`src/rtl/csr_arb_pkg.sv`:
```
// rtl/csr_arb_pkg.sv - shared types and defaults for the two-master CSR bus arbiter
package csr_arb_pkg;

  typedef enum logic [1:0] {
    IDLE      = 2'd0,
    ISSUE     = 2'd1,
    WAIT_RESP = 2'd2
  } arb_state_t;

  localparam logic [31:0] ERR_RDATA_DEFAULT = 32'hDEADBEEF;

  typedef struct packed {
    logic        we;
    logic [31:0] addr;
    logic [3:0]  be;
    logic [31:0] wdata;
  } arb_cmd_t;

endpackage

```
`src/rtl/csr_rr_arb2.sv`:
```
// rtl/csr_rr_arb2.sv - combinational 2-way round-robin pick with registered last grant
module csr_rr_arb2 (
  input  logic       clk_i,
  input  logic       arst_n_i,
  input  logic [1:0] req_i,
  input  logic       accept_i,
  output logic       valid_o,
  output logic       winner_o
);

  logic last_grant_q;

  assign valid_o = |req_i;

  // On a tie the master that lost last time wins; otherwise the sole requester.
  always_comb begin
    if (req_i == 2'b11) winner_o = ~last_grant_q;
    else                winner_o = req_i[1];
  end

  always_ff @(posedge clk_i or negedge arst_n_i) begin
    if (!arst_n_i)     last_grant_q <= 1'b1;
    else if (accept_i) last_grant_q <= winner_o;
  end

endmodule

```
`src/rtl/csr_bus_arbiter.sv`:
```
// rtl/csr_bus_arbiter.sv - shares one CSR slave between two masters, one transaction in flight
module csr_bus_arbiter
  import csr_arb_pkg::*;
#(
  parameter int          TIMEOUT   = 1024,
  parameter logic [31:0] ERR_RDATA = ERR_RDATA_DEFAULT
) (
  input  logic        clk_i,
  input  logic        arst_n_i,
  input  logic        m0_req_i,
  input  logic        m0_we_i,
  input  logic [31:0] m0_addr_bi,
  input  logic [31:0] m0_wdata_bi,
  input  logic [3:0]  m0_be_bi,
  output logic        m0_ack_o,
  output logic        m0_resp_o,
  output logic [31:0] m0_rdata_bo,
  input  logic        m1_req_i,
  input  logic        m1_we_i,
  input  logic [31:0] m1_addr_bi,
  input  logic [31:0] m1_wdata_bi,
  input  logic [3:0]  m1_be_bi,
  output logic        m1_ack_o,
  output logic        m1_resp_o,
  output logic [31:0] m1_rdata_bo,
  output logic        s_req_o,
  output logic        s_we_o,
  output logic [31:0] s_addr_bo,
  output logic [31:0] s_wdata_bo,
  output logic [3:0]  s_be_bo,
  input  logic        s_ack_i,
  input  logic        s_resp_i,
  input  logic [31:0] s_rdata_bi,
  output logic        grant_o,
  output logic        busy_o,
  output logic        timeout_o
);

  localparam logic [15:0] CNT_LAST = 16'(TIMEOUT - 1);

  arb_state_t  state_q, state_d;
  arb_cmd_t    cmd_q, cmd_d, sel_cmd;
  logic        owner_q, owner_d;
  logic [15:0] cnt_q, cnt_d;
  logic        valid, winner, accept;
  logic        deliver, abort;
  logic [31:0] deliver_data;
  logic        m0_resp_q, m1_resp_q, timeout_q;
  logic [31:0] m0_rdata_q, m1_rdata_q;

  assign accept = (state_q == IDLE) && valid;

  csr_rr_arb2 u_rr (
    .clk_i    (clk_i),
    .arst_n_i (arst_n_i),
    .req_i    ({m1_req_i, m0_req_i}),
    .accept_i (accept),
    .valid_o  (valid),
    .winner_o (winner)
  );

  // Ack is gated by reset so every output reads 0 while reset is held.
  assign m0_ack_o = arst_n_i & accept & ~winner;
  assign m1_ack_o = arst_n_i & accept &  winner;

  always_comb begin
    if (winner) sel_cmd = '{we: m1_we_i, addr: m1_addr_bi, be: m1_be_bi, wdata: m1_wdata_bi};
    else        sel_cmd = '{we: m0_we_i, addr: m0_addr_bi, be: m0_be_bi, wdata: m0_wdata_bi};
  end

  always_comb begin
    state_d      = state_q;
    cmd_d        = cmd_q;
    owner_d      = owner_q;
    cnt_d        = cnt_q;
    deliver      = 1'b0;
    deliver_data = '0;
    abort        = 1'b0;
    case (state_q)
      IDLE: begin
        if (accept) begin
          cmd_d   = sel_cmd;
          owner_d = winner;
          cnt_d   = '0;
          state_d = ISSUE;
        end
      end
      ISSUE: begin
        if (s_ack_i) begin
          state_d = cmd_q.we ? IDLE : WAIT_RESP;
          cnt_d   = cnt_q + 16'd1;
        end else if (cnt_q == CNT_LAST) begin
          abort        = 1'b1;
          deliver      = ~cmd_q.we;
          deliver_data = ERR_RDATA;
          state_d      = IDLE;
        end else begin
          cnt_d = cnt_q + 16'd1;
        end
      end
      WAIT_RESP: begin
        // A response in the final counted cycle beats the timeout.
        if (s_resp_i) begin
          deliver      = 1'b1;
          deliver_data = s_rdata_bi;
          state_d      = IDLE;
        end else if (cnt_q == CNT_LAST) begin
          abort        = 1'b1;
          deliver      = 1'b1;
          deliver_data = ERR_RDATA;
          state_d      = IDLE;
        end else begin
          cnt_d = cnt_q + 16'd1;
        end
      end
      default: state_d = IDLE;
    endcase
  end

  always_ff @(posedge clk_i or negedge arst_n_i) begin
    if (!arst_n_i) begin
      state_q    <= IDLE;
      cmd_q      <= '0;
      owner_q    <= 1'b0;
      cnt_q      <= '0;
      m0_resp_q  <= 1'b0;
      m1_resp_q  <= 1'b0;
      m0_rdata_q <= '0;
      m1_rdata_q <= '0;
      timeout_q  <= 1'b0;
    end else begin
      state_q    <= state_d;
      cmd_q      <= cmd_d;
      owner_q    <= owner_d;
      cnt_q      <= cnt_d;
      m0_resp_q  <= deliver & ~owner_q;
      m1_resp_q  <= deliver &  owner_q;
      m0_rdata_q <= (deliver & ~owner_q) ? deliver_data : 32'd0;
      m1_rdata_q <= (deliver &  owner_q) ? deliver_data : 32'd0;
      timeout_q  <= abort;
    end
  end

  assign s_req_o     = (state_q == ISSUE);
  assign s_we_o      = s_req_o & cmd_q.we;
  assign s_addr_bo   = s_req_o ? cmd_q.addr  : 32'd0;
  assign s_wdata_bo  = s_req_o ? cmd_q.wdata : 32'd0;
  assign s_be_bo     = s_req_o ? cmd_q.be    : 4'd0;
  assign m0_resp_o   = m0_resp_q;
  assign m1_resp_o   = m1_resp_q;
  assign m0_rdata_bo = m0_rdata_q;
  assign m1_rdata_bo = m1_rdata_q;
  assign grant_o     = owner_q;
  assign busy_o      = (state_q != IDLE);
  assign timeout_o   = timeout_q;

endmodule

```
`config.mk`:
```
export PLATFORM = sky130hd
export DESIGN_NAME = csr_bus_arbiter
export DESIGN_NICKNAME = d
export VERILOG_FILES = /design/src/rtl/csr_arb_pkg.sv /design/src/rtl/csr_rr_arb2.sv /design/src/rtl/csr_bus_arbiter.sv
export SDC_FILE = /design/constraint.sdc
export NUM_CORES = 1
export LEC_CHECK = 0
export BUFFER_PORTS_ARGS = -buffer_cell sky130_fd_sc_hd__buf_2
export CORE_MARGIN = 3
export CORE_UTILIZATION = 45
export CTS_CLUSTER_SIZE = 28
export DETAILED_ROUTE_END_ITERATION = 7
export PLACE_DENSITY = 0.85
export RECOVER_POWER = 50
export SLEW_MARGIN = 0
export SYNTH_ARGS = -nofsm -noshare
export SYNTH_HDL_FRONTEND = slang
export SYNTH_SLANG_ARGS = --single-unit
```
`constraint.sdc`:
```
create_clock -name clk_i -period 2.3 [get_ports clk_i]
set_input_delay 0.23 -clock clk_i [delete_from_list [all_inputs] [get_ports clk_i]]
set_output_delay 0.23 -clock clk_i [all_outputs]
set_load 0.03 [all_outputs]
```
==> results of run 1 <==
-- synthesized netlist by cell type, drive strengths merged (2+ instances only) --
cell type / instances / area, µm²
a211oi: 2 / 20.0
a21boi: 2 / 15.0
a21o: 2 / 16.3
a21oi: 62 / 310
a22o: 2 / 18.8
a31oi: 4 / 25.0
and2: 72 / 450
and3: 4 / 26.3
and4: 2 / 18.8
buf: 19 / 92.6
clkbuf: 30 / 115
dfrtp: 155 / 3880
ha: 5 / 62.6
inv: 13 / 48.8
mux2i: 70 / 701
nand2: 89 / 334
nand2b: 3 / 18.8
nand3: 8 / 52.6
nand4: 6 / 37.5
nor2: 26 / 97.6
nor3: 6 / 30.0
nor3b: 2 / 15.0
nor4: 2 / 33.8
o211ai: 2 / 15.0
o21a: 4 / 31.3
o21ai: 106 / 538
o22a: 3 / 27.5
-- what timing repair did --
action / in CTS / in global routing
hold endpoints to repair: 43 / 0
setup endpoints to repair: 32 / 46
hold buffers: 1 / 0
setup buffers: 0 / 0
gates resized for setup: 1 / 4
-- critical path, stage by stage (launching register included) --
cell and delay [ns]:
sky130_fd_sc_hd__dfrtp_1 0.41, sky130_fd_sc_hd__inv_1 0.11, sky130_fd_sc_hd__ha_1 0.32, sky130_fd_sc_hd__and4_1 0.26, sky130_fd_sc_hd__a41o_2 0.23, sky130_fd_sc_hd__a31o_4 0.13, sky130_fd_sc_hd__nand3_4 0.31, sky130_fd_sc_hd__a21oi_1 0.29
-- where the power goes --
part | switching, µW | internal, µW
combinational | 3370 | 1680
clock | 1290 | 1570
sequential | 358 | 3410
total | 5020 | 6660
-- layer usage --
| metal | vias to the layer above | track usage |
|---|---|---|
| met1 | 3020 | 0.283 |
| met3 | 32 | 0.0540 |
| met2 | 303 | 0.399 |
| met4 | 4 | 0.0751 |
| met5 | - | 0 |
| li1 | 3090 | - |
-- registers in the layout (all words and copies together), names as in the netlist --
register / count
cmd_q: 69
timeout_o: 1
grant_o: 1
cnt_q: 16
u_rr.last_grant_q: 1
state_q: 2
m1_resp_o: 1
m0_rdata_bo: 32
m1_rdata_bo: 32
m0_resp_o: 1
-- area by class of cell --
type / instances / area [µm²]
clock buffers: 17 / 425
clock inverters: 15 / 196
fillers: 1263 / 5770
inverters: 13 / 48.8
multi-input cells: 498 / 3070
flip-flops and latches: 156 / 3910
well taps: 211 / 264
repair buffers: 342 / 1740
-- worst max-delay path by stage --
stage | depth (start not counted) | end
CTS | 5 | s_wdata_bo[28]
floorplan | 6 | m0_ack_o
global route | 7 | m1_rdata_bo[11]
global placement | 7 | cnt_q[13]
finish | 7 | m1_rdata_bo[11]
detailed placement | 7 | cnt_q[3]
-- per-stage QoR --
stage	setup slack, ns	hold WS [ns]
final	0.136	0.0492
after global routing	-0.0371	0.0474
after CTS	0.0672	0.0345
after detailed placement	0.183	0.192
after global placement	0.242	0.194
after floorplan	0.0660	-0.0656
-- cells by family after synthesis --
group	synth area share
AO/OA/AOI/OAI	0.153
XOR/XNOR	0.00122
adder cells (fa/ha/maj)	0.00869
buffers and inverters	0.0356
flip-flops	0.542
multiplexers	0.0973
AND/OR/NAND/NOR	0.162
==> impl_metrics.json, run 1 <==
{
  "detail_route.wl_per_cell_um": 16.2,
  "hold_depth": 3,
  "outcome": "complete, no violations",
  "floorplan.initialDensity": 0.467,
  "detail_route.vias_per_cell": 5.15,
  "maxSlewViolCount": 0,
  "mappedNetlistArea_um2": 7200,
  "ir_worst_vdd_mv": 0.632,
  "achievable-frequency_mhz": 462,
  "wl_met3_um": 1540,
  "synth_ff_type": "sky130_fd_sc_hd__dfrtp_1",
  "worst_slew_pin_slew_ns": 1.12,
  "finalPower_uw": 11700,
  "gpl.final_weighted_congestion": 0.902,
  "worst_setup_path_end_kind": "register",
  "die-height_um": 132,
  "critical_path_required_ns": 2.63,
  "reg2reg_to": "m1_rdata_bo[11]",
  "route.antenna.remaining_nets": 0,
  "hold_class": "in2reg",
  "hold-path-endpoint": "m1_rdata_bo[22]",
  "cap_viol_max_count": 0,
  "grt.overflow.total": 0,
  "design.die.area_um2": 17600,
  "yosys.cell_types.count": 55,
  "rrSetupSlack_ns": 0.14,
  "final_layout_size_suffix_gt1_frac": 0.314,
  "tritoncts": "yes",
  "totalWireLength_um": 20300,
  "maxUsedRoutingLayer": "met5",
  "top_fanout_value_on_the_critical_path": 33,
  "skew_pair_late_insertion_delay_ns": 0.42,
  "grt_pass1_vias": 6348,
  "finalWorstPathRequiredPeriod_ns": 2.16,
  "port-buffer-count": 316,
  "dp.cells": 1220,
  "htree_num_levels": 4,
  "clock-sinks": 156,
  "cp-start-kind": "register",
  "hpwl_um": 15100,
  "synthesized_instance_count": 716,
  "numCtsBuffers": 17,
  "stdcell_count": 1252,
  "post_synthesis_sequential_area_ratio": 0.542,
  "grt_antenna_before_repair": 2,
  "final_min_period_over_clock_period": 0.941,
  "syn_avg_cell_area_um2": 10.1,
  "finalCoreUtilization": 0.626,
  "ys.warnings.count": 0,
  "drtPass1Iterations": 5,
  "post_dp_cell_area_um2": 9100,
  "finalSetupViolations": 0,
  "leakagePower_uw": 0.00480,
  "flow.area_growth_from_synthesis_pct": 34.1,
  "worst_setup_hold_path_clk_slew_ns": 0.07,
  "postSynthNetCount": 897,
  "crit_start": "state_q[0]",
  "dr_wl_met2_um": 10300,
  "grt_start_max_net_pins": 91,
  "finalNetCount": 1209,
  "num_rows": 45,
  "first_iter_violations": 275,
  "groute.usage.overall": 0.229,
  "max_slew_margin": 0.253,
  "arrival_ns": 2.49,
  "yosys_register_bits": 156,
  "final_design_area_no_fill_um2": 9660,
  "diodes": 0,
  "clock-skew-final_ns": 0.0134,
  "detailroute.via_count": 6449,
  "regToRegStartpoint": "state_q[0]",
  "power.density_cell_area_nw_per_um2": 1210,
  "global_route_wire_length_before_repair_um": 32400,
  "die_x_um": 132,
  "root_buffer": "sky130_fd_sc_hd__clkbuf_16",
  "most_used_cells_in_the_layout_excluding_fill_and_tap_cells": "sky130_fd_sc_hd__buf_2 (247), sky130_fd_sc_hd__dfrtp_1 (155), sky130_fd_sc_hd__o21ai_0 (102)",
  "postSynth.asyncResetShare": 1.00,
  "startpoint_of_the_worst_hold_path": "s_rdata_bi[22]",
  "reg2reg_depth": 7,
  "setup_total_negative_slack_ns": 0,
  "synth_enable_flop_cells": 0,
  "critical_path_class": "reg2reg",
  "drc": 0,
  "route.layer.met1.wl_um": 8040,
  "timing_hold_violations_final": 0,
  "ctsLongestPathBuffers": 2,
  "io_pins": 317,
  "core_region_area_um2": 15400,
  "most_common_cell_after_layout_fill_and_taps_aside": "sky130_fd_sc_hd__buf_2"
}
(Power assumes the default switching activity.)
==> inputs of run 2 (changes only) <==
--- a/config.mk
+++ b/config.mk
@@ -7,11 +7,12 @@
 export LEC_CHECK = 0
 export BUFFER_PORTS_ARGS = -buffer_cell sky130_fd_sc_hd__buf_2
 export CORE_MARGIN = 3
-export CORE_UTILIZATION = 45
+export CORE_UTILIZATION = 35
 export CTS_CLUSTER_SIZE = 28
 export DETAILED_ROUTE_END_ITERATION = 7
-export PLACE_DENSITY = 0.85
+export PLACE_DENSITY = 0.7
 export RECOVER_POWER = 50
+export REMOVE_ABC_BUFFERS = 1
 export SLEW_MARGIN = 0
 export SYNTH_ARGS = -nofsm -noshare
 export SYNTH_HDL_FRONTEND = slang
==> run 2 against run 1 <==
Compared with the run above: maximum frequency grew 0.22%; die area grew 27%; register-to-register slack gained 0.04 ns; count of clock-buffer cells in the layout is the same; final area grew 0.36%; clock skew is essentially flat; global-route usage shrank 4.6 points; via count shrank 3.1%; largest cell class unchanged.
==> impl_metrics.json, run 2 (synthesis gave the netlist of run 1 again) <==
{
  "outcome": "complete, no violations",
  "io_pins": 317,
  "dp.cells": 1270,
  "finalSetupViolations": 0,
  "detail_route.vias_per_cell": 4.80,
  "worst_slew_pin_slew_ns": 0.861,
  "root_buffer": "sky130_fd_sc_hd__clkbuf_16",
  "power.density_cell_area_nw_per_um2": 1200,
  "most_common_cell_after_layout_fill_and_taps_aside": "sky130_fd_sc_hd__buf_2",
  "stdcell_count": 1303,
  "critical_path_required_ns": 2.07,
  "cap_viol_max_count": 0,
  "top_register": "cmd_q",
  "floorplan.initialDensity": 0.363,
  "gpl.final_weighted_congestion": 0.821,
  "timing.critical_path.slowest_stage_cell": "sky130_fd_sc_hd__dfrtp_1",
  "hpwl_um": 15100,
  "post_dp_cell_area_um2": 9150,
  "timing_hold_violations_final": 0,
  "core_region_area_um2": 19800,
  "die_x_um": 149,
  "groute.usage.overall": 0.183,
  "worst_setup_path_end_kind": "output port",
  "hold_class": "in2reg",
  "htree_num_levels": 4,
  "ir_worst_vdd_mv": 0.608,
  "num_rows": 51,
  "setup_total_negative_slack_ns": 0,
  "clock-skew-final_ns": 0.0131,
  "drtPass1Iterations": 4,
  "rsz0062_at_grt": "yes",
  "max_slew_margin": 0.426,
  "totalWireLength_um": 21000,
  "critical_path_class": "reg2out",
  "detailroute.via_count": 6248,
  "flip_flop_count_of_the_largest_register_all_copies_and_words_added": 69,
  "achievable-frequency_mhz": 463,
  "grt_pass1_vias": 6317,
  "skew_pair_late_insertion_delay_ns": 0.43,
  "detail_route.wl_per_cell_um": 16.1,
  "dp_worst_setup_slack_ns": 0.153,
  "final_min_period_over_clock_period": 0.939,
  "grt_antenna_before_repair": 1,
  "route.antenna.remaining_nets": 0,
  "final_critical_path_setup_slack_ns": 0.140,
  "post_cts_buffers": 0,
  "final_layout_size_suffix_gt1_frac": 0.316,
  "crit_path_cell_trace": "inv_1 -> ha_2 -> buf_8 -> and2_1 -> buf_2",
  "final_design_area_no_fill_um2": 9690,
  "grt.overflow.total": 0,
  "flow.area_growth_from_synthesis_pct": 34.6,
  "diodes": 0,
  "finalNetCount": 1206,
  "clock-sinks": 156,
  "tritoncts": "yes",
  "first_iter_violations": 227,
  "die-height_um": 149,
  "arrival_ns": 1.93,
  "cp-start-kind": "register",
  "finalWorstPathRequiredPeriod_ns": 2.16,
  "reg2reg_depth": 7,
  "port-buffer-count": 316,
  "grt_start_max_net_pins": 152,
  "most_used_cells_in_the_layout_excluding_fill_and_tap_cells": "sky130_fd_sc_hd__buf_2 (248), sky130_fd_sc_hd__dfrtp_1 (155), sky130_fd_sc_hd__o21ai_0 (102)",
  "top_fanout_value_on_the_critical_path": 69,
  "drc": 0,
  "hold_depth": 3,
  "ctsLongestPathBuffers": 2,
  "leakagePower_uw": 0.00477,
  "numCtsBuffers": 17,
  "critical_path.max_stage_delay_ns": 0.41,
  "maxSlewViolCount": 0,
  "finalPower_uw": 11600,
  "worst_setup_hold_path_clk_slew_ns": 0.07,
  "global_route_wire_length_before_repair_um": 32300,
  "design.die.area_um2": 22300
}
-- run 2: final timing paths --
kind,start,endpoint,slack [ns]
worst min register to register,cmd_q[3],cmd_q[3],0.47
max in group asynchronous,arst_n_i,cmd_q[16],0.77
worst min-delay path,s_rdata_bi[17],m1_rdata_bo[17],0.03
min in group asynchronous,arst_n_i,cmd_q[5],0.31
worst max register to register,state_q[0],m0_rdata_bo[12],0.18
worst max-delay path,state_q[1],s_wdata_bo[27],0.14
-- run 2: timing repair --
| item | in CTS | in global routing |
|---|---|---|
| gates resized for setup | 1 | 7 |
| cloned | 0 | 0 |
| pin swaps | 0 | 1 |
| hold buffers | 1 | 0 |
| hold endpoints to repair | 5 | 0 |
| setup endpoints to repair | 69 | 64 |
-- run 2: where the power goes --
group / leakage [µW] / switching [µW] / internal, µW
Sequential: 0.00205 / 338 / 3410
Clock: 0.000288 / 1280 / 1550
Combinational: 0.00243 / 3370 / 1660
Total: 0.00477 / 4990 / 6620
-- run 2: final cells by class --
cell class                 count  area, µm²
timing repair buffer         339       1720
tap                          265        332
inverter                      13       48.8
multi-input combinational    498       3090
clock inverter                15        174
clock buffer                  17        425
fill                        1909      10200
sequential                   156       3910
-- run 2: routing by layer --
layer | vias up | GRT usage | routed length [µm]
li1 | 3083 | - | -
met1 | 2930 | 0.216 | 8450
met2 | 213 | 0.322 | 10500
met3 | 20 | 0.0594 | 1750
met4 | 2 | 0.0462 | 238
met5 | - | 0 | 18
-- run 2: stage by stage --
| step | util | hold WS, ns |
|---|---|---|
| detailed placement | 0.461 | 0.0377 |
| CTS | 0.492 | 0.0129 |
| global placement | 0.461 | 0.0362 |
| global route | 0.488 | 0.0426 |
| finish | 0.488 | 0.0340 |
| floorplan | - | -0.0656 |
-- run 2: worst max-delay path, delay by kind of cell, from the launching register on --
| family | cells | cell delay [ns] |
|---|---|---|
| buffers and inverters | 3 | 0.61 |
| adders and majority gates | 1 | 0.26 |
| and+or+nand+nor | 1 | 0.20 |
| DFF | 1 | 0.41 |
